### src/rtl/wb.sv
// Write-back stage: picks the value to commit (ALU, load, or link) and registers
// the register-file write enable, data and address for one cycle.
module wb #(
  parameter int XLEN   = 32,
  parameter int REG_AW = 5
) (
  input  logic            clk,
  input  logic            reset,
  input  logic [2:0]      ctrl_wb,
  input  logic [XLEN-1:0] pc4_wb,
  input  logic [XLEN-1:0] mem_data,
  input  logic [XLEN-1:0] alu_data,
  input  logic [XLEN-1:0] rd_wb,
  output logic            op_write,
  output logic [XLEN-1:0] write_data,
  output logic [XLEN-1:0] write_addr
);

  typedef enum logic [1:0] {
    SEL_ALU  = 2'b00,
    SEL_MEM  = 2'b01,
    SEL_PC4  = 2'b10,
    SEL_RSVD = 2'b11
  } wb_sel_e;

  wb_sel_e         wb_sel;
  logic            reg_write;
  logic [REG_AW-1:0] rd_idx;
  logic            we_next;
  logic [XLEN-1:0] data_next;
  logic [XLEN-1:0] addr_next;

  assign wb_sel    = wb_sel_e'(ctrl_wb[2:1]);
  assign reg_write = ctrl_wb[0];
  assign rd_idx    = rd_wb[REG_AW-1:0];

  // NOTE: every output of this block gets a default first, so no path through
  // the case statement can leave a signal unassigned and infer a latch.
  always_comb begin
    data_next = '0;
    we_next   = 1'b0;
    addr_next = '0;
    case (wb_sel)
      SEL_ALU:  data_next = alu_data;
      SEL_MEM:  data_next = mem_data;
      SEL_PC4:  data_next = pc4_wb;
      default:  data_next = '0;
    endcase
    // The reserved selector and writes to x0 never reach the register file.
    we_next   = reg_write && (wb_sel != SEL_RSVD) && (rd_idx != '0);
    addr_next = {{(XLEN-REG_AW){1'b0}}, rd_idx};
  end

  // NOTE: registered state uses non-blocking assignments so all three outputs
  // update together from values sampled at the same edge.
  always_ff @(posedge clk) begin
    if (reset) begin
      op_write   <= 1'b0;
      write_data <= '0;
      write_addr <= '0;
    end else begin
      op_write   <= we_next;
      write_data <= data_next;
      write_addr <= addr_next;
    end
  end

endmodule

### config.mk
export PLATFORM = sky130hd
export DESIGN_NAME = wb
export DESIGN_NICKNAME = d
export VERILOG_FILES = /design/src/rtl/wb.sv
export SDC_FILE = /design/constraint.sdc
export NUM_CORES = 1
export LEC_CHECK = 0
export BUFFER_PORTS_ARGS = -buffer_cell sky130_fd_sc_hd__clkbuf_2
export CORE_MARGIN = 1.5
export CORE_UTILIZATION = 42
export CTS_CLUSTER_DIAMETER = 120
export DETAILED_ROUTE_END_ITERATION = 10
export HOLD_SLACK_MARGIN = 0.1
export PLACE_DENSITY = 0.86
export SLEW_MARGIN = 20
export SYNTH_ARGS = -nofsm -noshare
export SYNTH_HDL_FRONTEND = slang
export SYNTH_SLANG_ARGS = --single-unit
### constraint.sdc
create_clock -name clk -period 3 [get_ports clk]
set_clock_uncertainty 0.2 [all_clocks]
set_input_delay 0.6 -clock clk [delete_from_list [all_inputs] [get_ports clk]]
set_output_delay 0.6 -clock clk [all_outputs]
set_load 0.005 [all_outputs]
After elaboration in Yosys (flattened, before gate mapping)
Index checks and enable logic that the tools add are counted.
{"block": "op_classes", "eq_ne": 3, "muxes": 1, "n_reduce_logical": 4}
{"operator": "one-hot mux 32 bit (3 select lines)", "count": 1}
{"operator": "nonzero test 5 bit", "count": 1}
{"operator": "equality test 2 x 1 -> 1 bit (second input constant)", "count": 1}
{"operator": "equality test 2 bit (second input constant)", "count": 1}
{"operator": "logical AND 1 bit", "count": 2}
{"operator": "zero test 2 bit", "count": 1}
{"operator": "!= test 2 bit (second input constant)", "count": 1}
{"block": "word_totals", "reg_bits": 65, "inputBits": 133, "elab_cells": 12}

Longest topological paths before layout
{"block": "depth", "depth_word": 3, "depth_mapped": 4}

Least setup slack after synthesis
Ideal clock, no wire load.
{"block": "synth_path", "path_type": "input to register", "from": "in rd_wb[0]", "to": "reg op_write", "arrival_time_ns": 1.260, "path_slack_ns": 1.415, "stages": 3, "path_buffers": 0, "cell_sequence": "or4_1 > nor2_1 > a2111oi_2"}
{"block": "synth_between", "elab_chain_len": 2}
{"item": "from (decl)", "line_no": "13", "rtl": "input logic [XLEN-1:0] rd_wb,"}
{"item": "nonzero test 5 bit", "line_no": "50", "rtl": "we_next = reg_write && (wb_sel != SEL_RSVD) && (rd_idx != '0);"}
{"item": "logical AND 1 bit", "line_no": "50"}
{"item": "to (signal assigned)", "line_no": "62", "rtl": "op_write <= we_next;"}
{"item": "to (decl)", "line_no": "14", "rtl": "output logic op_write,"}
No other way between the ends.
A chain may end at the register's enable or synchronous reset.

Final worst setup path
{"block": "layout_path", "from": "in ctrl_wb[2]", "to": "reg write_data[17]"}
{"block": "layout_between", "elab_chain_len": 2, "elab_cells_between_ends": 4, "classes_between": "2 x eq/ne; 1 x mux; 1 x reduce/logical"}
{"item": "from (decl)", "line_no": "9", "rtl": "input logic [2:0] ctrl_wb,"}
{"item": "equality test 2 bit (tied with other cells)", "line_no": "43", "rtl": "case (wb_sel)"}
{"item": "one-hot mux 32 bit (3 select lines) (*)", "line_no": "43"}
{"item": "to (signal assigned)", "line_no": "63", "rtl": "write_data <= data_next;"}
{"item": "to (decl)", "line_no": "15", "rtl": "output logic [XLEN-1:0] write_data,"}
Mark *: on every way between the ends. The rest lies on a longest branch, timed or not.

==> results.toml <==
[timing]
fmax_ghz = 0.516
setup_violations = 0
report.final.slew_viol_count = 0
tightest_slew_ps = 721
max_slew_margin = 0.519
hold_viol_final = 0
grt_setup_unrepaired = "no"
fin_crit_sh = 0.646
min_period_ps = 1940
fin_tns_setup_ps = 0

[setup_path]
worstPathCellList = "buf_4, buf_4, nor2b_1, a211oi_2, a211oi_2"
crit_slowest_cell = "buf_4"
cp.required_ps = 2950
endpoint_kind = "flop"
critPathLaunch = "ctrl_wb[2]"
critPathArrivalTime_ps = 1880
path_max_fanout = 64
start_kind = "primary input"
cpPeakStageDelay_ps = 500
crit_type = "primary input to flop"

[global_routing]
grt_pass1_wl_um = 8600
antenna_found_initial = 0
grt_max_degree = 65
grt_usage = 0.179
globalRouteOverflowTotal = 0
grt_pass1_vias = 1910

[clock_tree]
numCtsBuffers = 5
cts_setup_buffers = 0
cts_tree = "done"
clockBufferDepth = 2
cts_root_buffer = "clkbuf_8"
clk_pin_slew_ps = 80
ctsHoldBuffers = 0
post_cts_resized = 0
cts.sinks = 38
htree_levels = 2

[detailed_routing]
drt-total-wl_um = 5610
viasPerCell = 4.75
vias = 2041
drc = 0
dr.pass1.iters = 4
routedWlPerCell_um = 13.0
dr.first_iter.drc_count = 62
antenna_left = 0

[logic_synthesis]
synth_warnings = 0
syn_area_per_cell_um2 = 10.6
syn_inst = 224
synth_seq_cells = 38
ys_seq_area_frac = 0.321
ys_types = 16
netlist_area_um2 = 2370

[power_and_ir_drop]
ir_drop_uv = 176
p_leak_uw = 0.00141
powerDensity_nw_per_um2 = 439
p_total_uw = 1370

[floorplan]
std_cell_rows = 27
die_area_um2 = 6100
die_x_um = 78.1
initial_core_util = 0.433
pin_count = 198
core_um2 = 5470
die_h_um = 78.1

[cells_and_area]
final_common_cell = "clkbuf_2"
drive_gt1_frac = 0.606
design_area_um2 = 3110
nets = 490
syn_to_final_growth_pct = 31.2
final_cell_mix = "clkbuf_2, a211oi_2, dfxtp_1"
n_antenna_cell = 0

[place]
place_area_um2 = 2970
hpwl_um = 4310
gp_congestion = 0.746
io_buffers = 143

[min_path]
hold_class = "primary input to flop"
min-delay-start = "rd_wb[0]"
holdPathStages = 2

[run]
maxCapViolations = 0

[outcome]
status = "completed"
==> metal layers <==
metal  vias up  wire length [µm]  GRT usage
li1        995                 -          -
met1       927              2140      0.193
met2       104              2870      0.329
met3        15               465     0.0419
met4         0               134     0.0804
met5         -                 0          0
==> Yosys cell counts, drive strengths merged <==
cell / count / share of area
buf: 42 / 0.14
a2111oi: 1 / 0.0063
conb: 1 / 0.0016
inv: 1 / 0.0016
nor2b: 37 / 0.098
nor2: 1 / 0.0016
nand2b: 32 / 0.084
a211oi: 64 / 0.33
clkbuf: 6 / 0.014
dfxtp: 38 / 0.32
or4: 1 / 0.0032
==> metrics by stage <==
step                      setup slack (ps)  utilization  hold WS, ps  instances
after floorplan                       1420            -          528        250
after global placement                 842        0.542          622        422
after detailed placement               779        0.542          632        422
after CTS                             1100        0.568          329        430
after global routing                   981        0.568          345        430
final                                 1060        0.568          335        430
==> final cells by class <==
class | count | area [µm²]
multi-input combinational | 163 | 1340
timing repair buffer | 148 | 771
sequential | 38 | 761
fill | 510 | 2360
tap | 72 | 90.1
clock buffer | 6 | 82.6
clock inverter | 2 | 60.1
inverter | 1 | 3.75
==> worst paths after layout <==
check | to | slack, ps
setup / recovery | write_data[17] | 1060
hold / removal | write_addr[0] | 330
==> worst max-delay path, delay by kind of cell <==
kind | cells | cell delay [ps]
and+or+nand+nor | 1 | 80
AOI/OAI and AO/OA | 2 | 290
buffers and inverters | 2 | 860
==> power by group <==
part | internal, µW | leakage, µW | switching (µW)
logic | 142 | 0.00102 | 139
clock network | 355 | 0.0000714 | 183
registers | 538 | 0.000316 | 9.35
total | 1030 | 0.00141 | 331
==> sequential cells by signal (all words and copies together), names as in the netlist <==
register,cells
write_data,32
op_write,1
write_addr,5
==> cell families (layout without fill, tap and decap cells) <==
logic type / Yosys count / in the layout / share of synthesized area
and+or+nand+nor: 71 / 71 / 0.187
AOI/OAI and AO/OA: 65 / 65 / 0.336
buffers and inverters: 49 / 157 / 0.155
DFF: 38 / 38 / 0.321
other: 1 / 27 / 0.00158
Power figures use the tool's default switching activity.
